===== config.mk =====
export PLATFORM = sky130hd
export DESIGN_NAME = vx_tcu_fedp_seq
export DESIGN_NICKNAME = d
export VERILOG_FILES = /design/src/rtl/vx_tcu_seq_pkg.sv /design/src/rtl/vx_tcu_seq_ctrl.sv /design/src/rtl/vx_tcu_fedp_seq.sv
export SDC_FILE = /design/constraint.sdc
export NUM_CORES = 1
export LEC_CHECK = 0
export ABC_AREA = 1
export BUFFER_PORTS_ARGS = -buffer_cell sky130_fd_sc_hd__clkbuf_2
export CORE_AREA = 3 3 257 259
export CTS_BUF_LIST = sky130_fd_sc_hd__clkbuf_16
export DETAILED_ROUTE_END_ITERATION = 7
export DIE_AREA = 0 0 260 262
export PLACE_DENSITY_LB_ADDON = 0.2
export SLEW_MARGIN = 30
export SYNTH_ARGS = -nofsm -noshare
export SYNTH_HDL_FRONTEND = slang
export SYNTH_SLANG_ARGS = --single-unit

===== constraint.sdc =====
create_clock -name clk -period 2.7 [get_ports clk]
set_clock_uncertainty 0.2 [all_clocks]
set_input_delay 0.54 -clock clk [delete_from_list [all_inputs] [get_ports clk]]
set_output_delay 0.54 -clock clk [all_outputs]
set_load 0.05 [all_outputs]

===== src/rtl/vx_tcu_seq_pkg.sv =====
// Shared types for the FEDP beat sequencer: FSM state encoding and source format codes.
package vx_tcu_seq_pkg;

   typedef enum logic [1:0] {
      IDLE,
      WAIT,
      NEXT,
      DONE
   } seq_state_e;

   localparam logic [2:0] FMT_FP16 = 3'd1;
   localparam logic [2:0] FMT_BF16 = 3'd2;

endpackage


===== src/rtl/vx_tcu_seq_ctrl.sv =====
// Sequencer control: FSM, FEDP latency counter, beat counter and last-beat flag.
// Optional busy-cycle counter when TCU_SEQ_PERF_EN is defined.
module vx_tcu_seq_ctrl
   import vx_tcu_seq_pkg::*;
#(
   parameter int unsigned LATENCY   = 4,
   parameter int unsigned MAX_BEATS = 16,
   parameter int unsigned BW        = $clog2(MAX_BEATS + 1)
) (
   input  logic          clk,
   input  logic          reset,
   input  logic          in_valid,
   input  logic          in_last,
   input  logic          out_ready,
   output logic          in_ready,
   output logic          out_valid,
   output logic          fedp_enable,
   output logic          load_first,
   output logic          load_next,
   output logic          capture,
   output logic [BW-1:0] beats
`ifdef TCU_SEQ_PERF_EN
   ,output logic [31:0]  perf_busy_cycles
`endif
);

   localparam int unsigned CW = (LATENCY > 0) ? $clog2(LATENCY + 1) : 1;
   localparam logic [CW-1:0] CNT_INIT  = CW'(LATENCY);
   localparam logic [BW-1:0] BEATS_MAX = BW'(MAX_BEATS);

   seq_state_e    state;
   logic [CW-1:0] cnt;
   logic          last_q;
   logic          accept;

   assign accept     = in_valid && in_ready;
   assign load_first = accept && (state == IDLE);
   assign load_next  = accept && (state == NEXT);
   assign capture    = (state == WAIT) && (cnt == '0);

   // in_ready is registered and tracks the next state, so neither in_valid nor out_ready reach it combinationally.
   always_ff @(posedge clk) begin
      if (reset) begin
         state       <= IDLE;
         cnt         <= '0;
         beats       <= '0;
         last_q      <= 1'b0;
         in_ready    <= 1'b0;
         out_valid   <= 1'b0;
         fedp_enable <= 1'b0;
      end else begin
         fedp_enable <= 1'b1;
         unique case (state)
            IDLE: begin
               in_ready <= 1'b1;
               if (accept) begin
                  beats    <= BW'(1);
                  last_q   <= in_last || (MAX_BEATS == 1);
                  cnt      <= CNT_INIT;
                  in_ready <= 1'b0;
                  state    <= WAIT;
               end
            end
            WAIT: begin
               if (cnt != '0) begin
                  cnt <= cnt - CW'(1);
               end else begin
                  out_valid <= last_q;
                  in_ready  <= !last_q;
                  state     <= last_q ? DONE : NEXT;
               end
            end
            NEXT: begin
               if (accept) begin
                  beats    <= beats + BW'(1);
                  last_q   <= in_last || (beats + BW'(1) == BEATS_MAX);
                  cnt      <= CNT_INIT;
                  in_ready <= 1'b0;
                  state    <= WAIT;
               end
            end
            DONE: begin
               if (out_ready) begin
                  out_valid <= 1'b0;
                  in_ready  <= 1'b1;
                  state     <= IDLE;
               end
            end
         endcase
      end
   end

`ifdef TCU_SEQ_PERF_EN
   always_ff @(posedge clk) begin
      if (reset) begin
         perf_busy_cycles <= '0;
      end else if (state != IDLE) begin
         perf_busy_cycles <= perf_busy_cycles + 32'd1;
      end
   end
`endif

endmodule


===== src/rtl/vx_tcu_fedp_seq.sv =====
// Beat sequencer upstream of the FEDP: chains each beat's d_val into the next beat's c_val.
// Define TCU_SEQ_PERF_EN to add the perf_busy_cycles output.
module vx_tcu_fedp_seq
   import vx_tcu_seq_pkg::*;
#(
   parameter int unsigned N         = 4,
   parameter int unsigned LATENCY   = 4,
   parameter int unsigned MAX_BEATS = 16,
   parameter int unsigned XLEN      = 32
) (
   input  logic                             clk,
   input  logic                             reset,
   input  logic                             in_valid,
   output logic                             in_ready,
   input  logic [2:0]                       in_fmt_s,
   input  logic [XLEN-1:0]                  in_c_val,
   input  logic [N*XLEN-1:0]                in_a_row,
   input  logic [N*XLEN-1:0]                in_b_col,
   input  logic                             in_last,
   output logic                             out_valid,
   input  logic                             out_ready,
   output logic [XLEN-1:0]                  out_d_val,
   output logic [$clog2(MAX_BEATS+1)-1:0]   out_beats,
   output logic                             fedp_enable,
   output logic [2:0]                       fedp_fmt_s,
   output logic [N*XLEN-1:0]                fedp_a_row,
   output logic [N*XLEN-1:0]                fedp_b_col,
   output logic [XLEN-1:0]                  fedp_c_val,
   input  logic [XLEN-1:0]                  fedp_d_val
`ifdef TCU_SEQ_PERF_EN
   ,output logic [31:0]                     perf_busy_cycles
`endif
);

   logic            load_first;
   logic            load_next;
   logic            capture;
   logic [XLEN-1:0] acc;

   vx_tcu_seq_ctrl #(
      .LATENCY   (LATENCY),
      .MAX_BEATS (MAX_BEATS),
      .BW        ($clog2(MAX_BEATS + 1))
   ) u_ctrl (
      .clk              (clk),
      .reset            (reset),
      .in_valid         (in_valid),
      .in_last          (in_last),
      .out_ready        (out_ready),
      .in_ready         (in_ready),
      .out_valid        (out_valid),
      .fedp_enable      (fedp_enable),
      .load_first       (load_first),
      .load_next        (load_next),
      .capture          (capture),
      .beats            (out_beats)
`ifdef TCU_SEQ_PERF_EN
      ,.perf_busy_cycles(perf_busy_cycles)
`endif
   );

   // Format and initial accumulator come from the first beat only; later beats chain acc.
   always_ff @(posedge clk) begin
      if (reset) begin
         fedp_fmt_s <= '0;
         fedp_c_val <= '0;
         fedp_a_row <= '0;
         fedp_b_col <= '0;
         acc        <= '0;
      end else begin
         if (load_first) begin
            fedp_fmt_s <= in_fmt_s;
            fedp_c_val <= in_c_val;
         end else if (load_next) begin
            fedp_c_val <= acc;
         end
         if (load_first || load_next) begin
            fedp_a_row <= in_a_row;
            fedp_b_col <= in_b_col;
         end
         if (capture) begin
            acc <= fedp_d_val;
         end
      end
   end

   assign out_d_val = acc;

endmodule


==> metrics.log <==
INFO  metric timing.fmax = 0.471 GHz
INFO  metric syn_area_per_cell = 7.75 sq um
INFO  metric synth.area.mux_share = 0%
INFO  metric antenna_found_initial = 2
INFO  metric finalWeightedCongestion = 0.812
INFO  metric placementRows = 93
INFO  metric timing_worst_setup_path_type = register to output port
INFO  metric clock_root_buffer = clkbuf_16
INFO  metric fp.dieArea = 68100 sq um
INFO  metric relSlewSlack = 55.5%
INFO  metric number_of_iterations_in_the_first_detailed_routing_pass = 5
INFO  metric grt_max_degree = 161
INFO  metric rr_endpoint = fedp_a_row[107]
INFO  metric n_fill_cell = 6876
INFO  metric critical_path.max_fanout = 8
INFO  metric ys_async_sr_fraction = 0%
INFO  metric cp.depth = 1
INFO  metric cts_tree = yes
INFO  metric dr.first_iter.drc_count = 721
INFO  metric postSynthNetCount = 1863
INFO  metric finalCoreUtilization = 31.3%
INFO  metric timing.critical_path.required = 1960 ps
INFO  metric synth-simple-area-share = 23.5%
INFO  metric setup.worst_path.start_class = register
INFO  metric final_min_period_over_clock_period = 78.7%
INFO  metric synthesis.yosys.warnings = 0
INFO  metric postSynthRegisterBits = 337
INFO  metric placement.io_buffers = 658
INFO  metric post_route_cell_area = 20000 sq um
INFO  metric synth.distinct_cells = 23
INFO  metric drc_errors = 0
INFO  metric vias_per_cell = 4.05
INFO  metric arrival = 1380 ps
INFO  metric combinational_family_with_the_most_area_after_synthesis = simple AND/OR/NAND/NOR gates
INFO  metric synth_enable_flop_cells = 0
INFO  metric synthesis.area = 11900 sq um
INFO  metric regToRegStartpoint = u_ctrl.in_ready
INFO  metric regToRegSetupSlack = 740 ps
INFO  metric post_drt_wl_per_cell = 15.2 microns
INFO  metric place_area = 16100 sq um
INFO  metric synth_xor_area_share = 0%
INFO  metric total_power = 15.2 mW
INFO  metric grt_usage = 13.8%
INFO  metric worstPathCellList = clkbuf_2
INFO  metric p_per_area = 759 nW/um^2
INFO  metric worst_setup_hold_path_clk_slew = 60 ps
INFO  metric layout-drive-gt1-share = 30.5%
INFO  metric grt_setup_unrepaired = no
INFO  metric reg2reg_depth = 5
INFO  metric first_global_vias = 13600
INFO  metric totalNegativeSetupSlack = 0 ps
INFO  metric vias = 13400
INFO  metric clock_insertion_delay_worst_skew = 550 ps
INFO  metric postCtsSetupBuffers = 0
INFO  metric ios = 659
INFO  metric max-clock-path-buffers = 3
INFO  metric max_cap_viol_count = 0
INFO  metric die_width = 260 microns
INFO  metric crit_path_start = u_ctrl.beats[2]
INFO  metric ys_dominant_reg_cell = dfxtp_1
INFO  metric cts_htree_levels = 2
INFO  metric synth_seq_area_share = 56.8%
INFO  metric antenna_left = 0
INFO  metric delay_of_the_slowest_critical_path_stage = 460 ps
INFO  metric outcome = complete, no violations
INFO  metric cts_sinks = 337
INFO  metric initial_core_util = 18.5%
INFO  metric synth_adder_area_share = 0.316%
INFO  metric finish.net_count = 2756
INFO  metric worstMarginPinSlew = 668 ps
INFO  metric fin_crit = 2120 ps
INFO  metric areaGrowthSynthToFinish = 68.8%
INFO  metric syn_inst = 1532
INFO  metric postRouteWirelength = 50300 microns
INFO  metric synth_compound_area_share = 14.7%
INFO  metric worst_setup_path_end_kind = output port
INFO  metric timing.final.setup_violations = 0
INFO  metric vdd.ir_drop.worst = 0.000487 V
INFO  metric hold_violations = 0
INFO  metric number_of_buffers_created_by_cts = 42
INFO  metric cp-endpoint = out_beats[2]
INFO  metric fp.coreArea = 64100 sq um
INFO  metric multi_input_gate_area_in_the_final_layout = 4580 sq um
INFO  metric chipHeight = 262 microns
INFO  metric critPathTopFamily = flip-flops
INFO  metric wire_length_of_the_first_global_routing_pass = 74900 microns
INFO  metric hold_path.class = input port to register
INFO  metric grt.overflow.total = 0
INFO  metric slowest_stage = dfxtp_1
INFO  metric place_hpwl = 34900 microns
INFO  metric p_leak = 9.70 nW
INFO  metric layout.area.seq = 6750 sq um
INFO  metric antenna-diode-count = 0
INFO  metric finalMaxSlewViolations = 0
INFO  metric worst-path-buf-inv = 1
==> layout make-up <==
class,instances,area share [%]
Inverter,15,0.343
Multi-Input combinational cell,1070,22.8
Clock inverter,26,0.587
Tap cell,855,5.34
Clock buffer,45,5.62
Sequential cell,337,33.6
Timing Repair Buffer,959,31.6
==> sequential cells by signal, indices dropped and copies added (netlist names) <==
| name | cells |
|---|---|
| fedp_a_row | 128 |
| fedp_b_col | 128 |
| fedp_c_val | 32 |
| fedp_fmt_s | 3 |
| out_d_val | 32 |
| u_ctrl.beats | 5 |
| u_ctrl.cnt | 3 |
| u_ctrl.fedp_enable | 1 |
| u_ctrl.in_ready | 1 |
| u_ctrl.last_q | 1 |
| u_ctrl.out_valid | 1 |
| u_ctrl.state | 2 |
==> placed cells by master, fill, tap and decap left out <==
cell type	netlist	routed
inv_1	12	20
clkbuf_16	0	45
clkinv_2	0	8
nand2_1	116	116
buf_12	0	8
ha_1	3	3
nand2_2	1	1
dfxtp_1	337	337
dlygate4sd3_1	0	275
a31oi_1	32	32
nor2_4	2	2
nand4_1	3	3
nor3_1	2	2
nor3_4	1	2
nand3b_1	1	1
a21oi_1	11	11
inv_6	0	3
o21a_1	1	1
o21ai_1	2	2
inv_2	3	2
o21ai_0	295	295
nor2_1	590	590
inv_8	0	1
clkbuf_2	1	658
nand3_1	9	9
buf_4	4	18
clkinv_1	0	7
==> repair_timing <==
item,4_1_cts,5_1_grt
gates resized for setup,0,0
setup endpoints to repair,0,0
endpoints found under the hold margin,275,0
hold buffers,275,0
==> synthesized netlist by cell type (all sizes together), types with 4 or more instances <==
master	number	share of area, %
a21oi	11	0.46
a31oi	32	1.7
buf	64	2.8
clkbuf	46	1.5
dfxtp	337	57
inv	15	0.47
nand2	117	3.7
nand3	9	0.38
nor2	592	19
nor3	4	0.31
o21ai	297	13
==> tightest hold or removal path: cells and delay by family <==
family / cells / cell delay (ps)
AND/OR/NAND/NOR: 2 / 120
buffers and inverters: 1 / 80
==> routing by layer <==
| metal | routed length [microns] | part of all wire, % | up-vias | global-route usage, % |
|---|---|---|---|---|
| met5 | 12 | 0.024 | - | 0 |
| met4 | 1370 | 2.7 | 2 | 4.75 |
| met3 | 3890 | 7.7 | 78 | 3.88 |
| met2 | 25400 | 50 | 426 | 24.9 |
| met1 | 19700 | 39 | 6163 | 15.4 |
| li1 | - | - | 6717 | - |
==> metrics by stage <==
| stage | hold WS [ps] | std cells | setup WS, ps |
|---|---|---|---|
| after detailed placement | 270 | 2961 | 474 |
| after global placement | 261 | 2961 | 519 |
| after global routing | 6.19 | 3307 | 432 |
| final | 40.4 | 3307 | 576 |
| after CTS | 0.0225 | 3307 | 493 |
| after floorplan | 255 | 1532 | 804 |
==> report_power, final <==
part	total, mW	internal [mW]	switching [mW]
registers	5.82	5.53	0.292
clock network	5.17	2.98	2.19
logic	4.23	1.11	3.12
total	15.2	9.62	5.60
==> cells by family (layout without fill, tap and decap cells) <==
kind of cell / Yosys count / count (layout)
compound gates: 341 / 341
buf+inv: 125 / 1045
simple gates: 726 / 726
fa+ha+maj: 3 / 3
flops: 337 / 337
==> worst min path at each step <==
stage,startpoint,end,slack (ps),cells after the start
floorplan,u_ctrl.last_q,u_ctrl.out_valid,250,2
detailed placement,u_ctrl.out_valid,u_ctrl.out_valid,270,2
global placement,u_ctrl.out_valid,u_ctrl.out_valid,260,2
global route,in_b_col[26],fedp_b_col[26],6,3
CTS,in_a_row[126],fedp_a_row[126],0.02,3
finish,in_b_col[26],fedp_b_col[26],40,3
(Power assumes the default switching activity.)
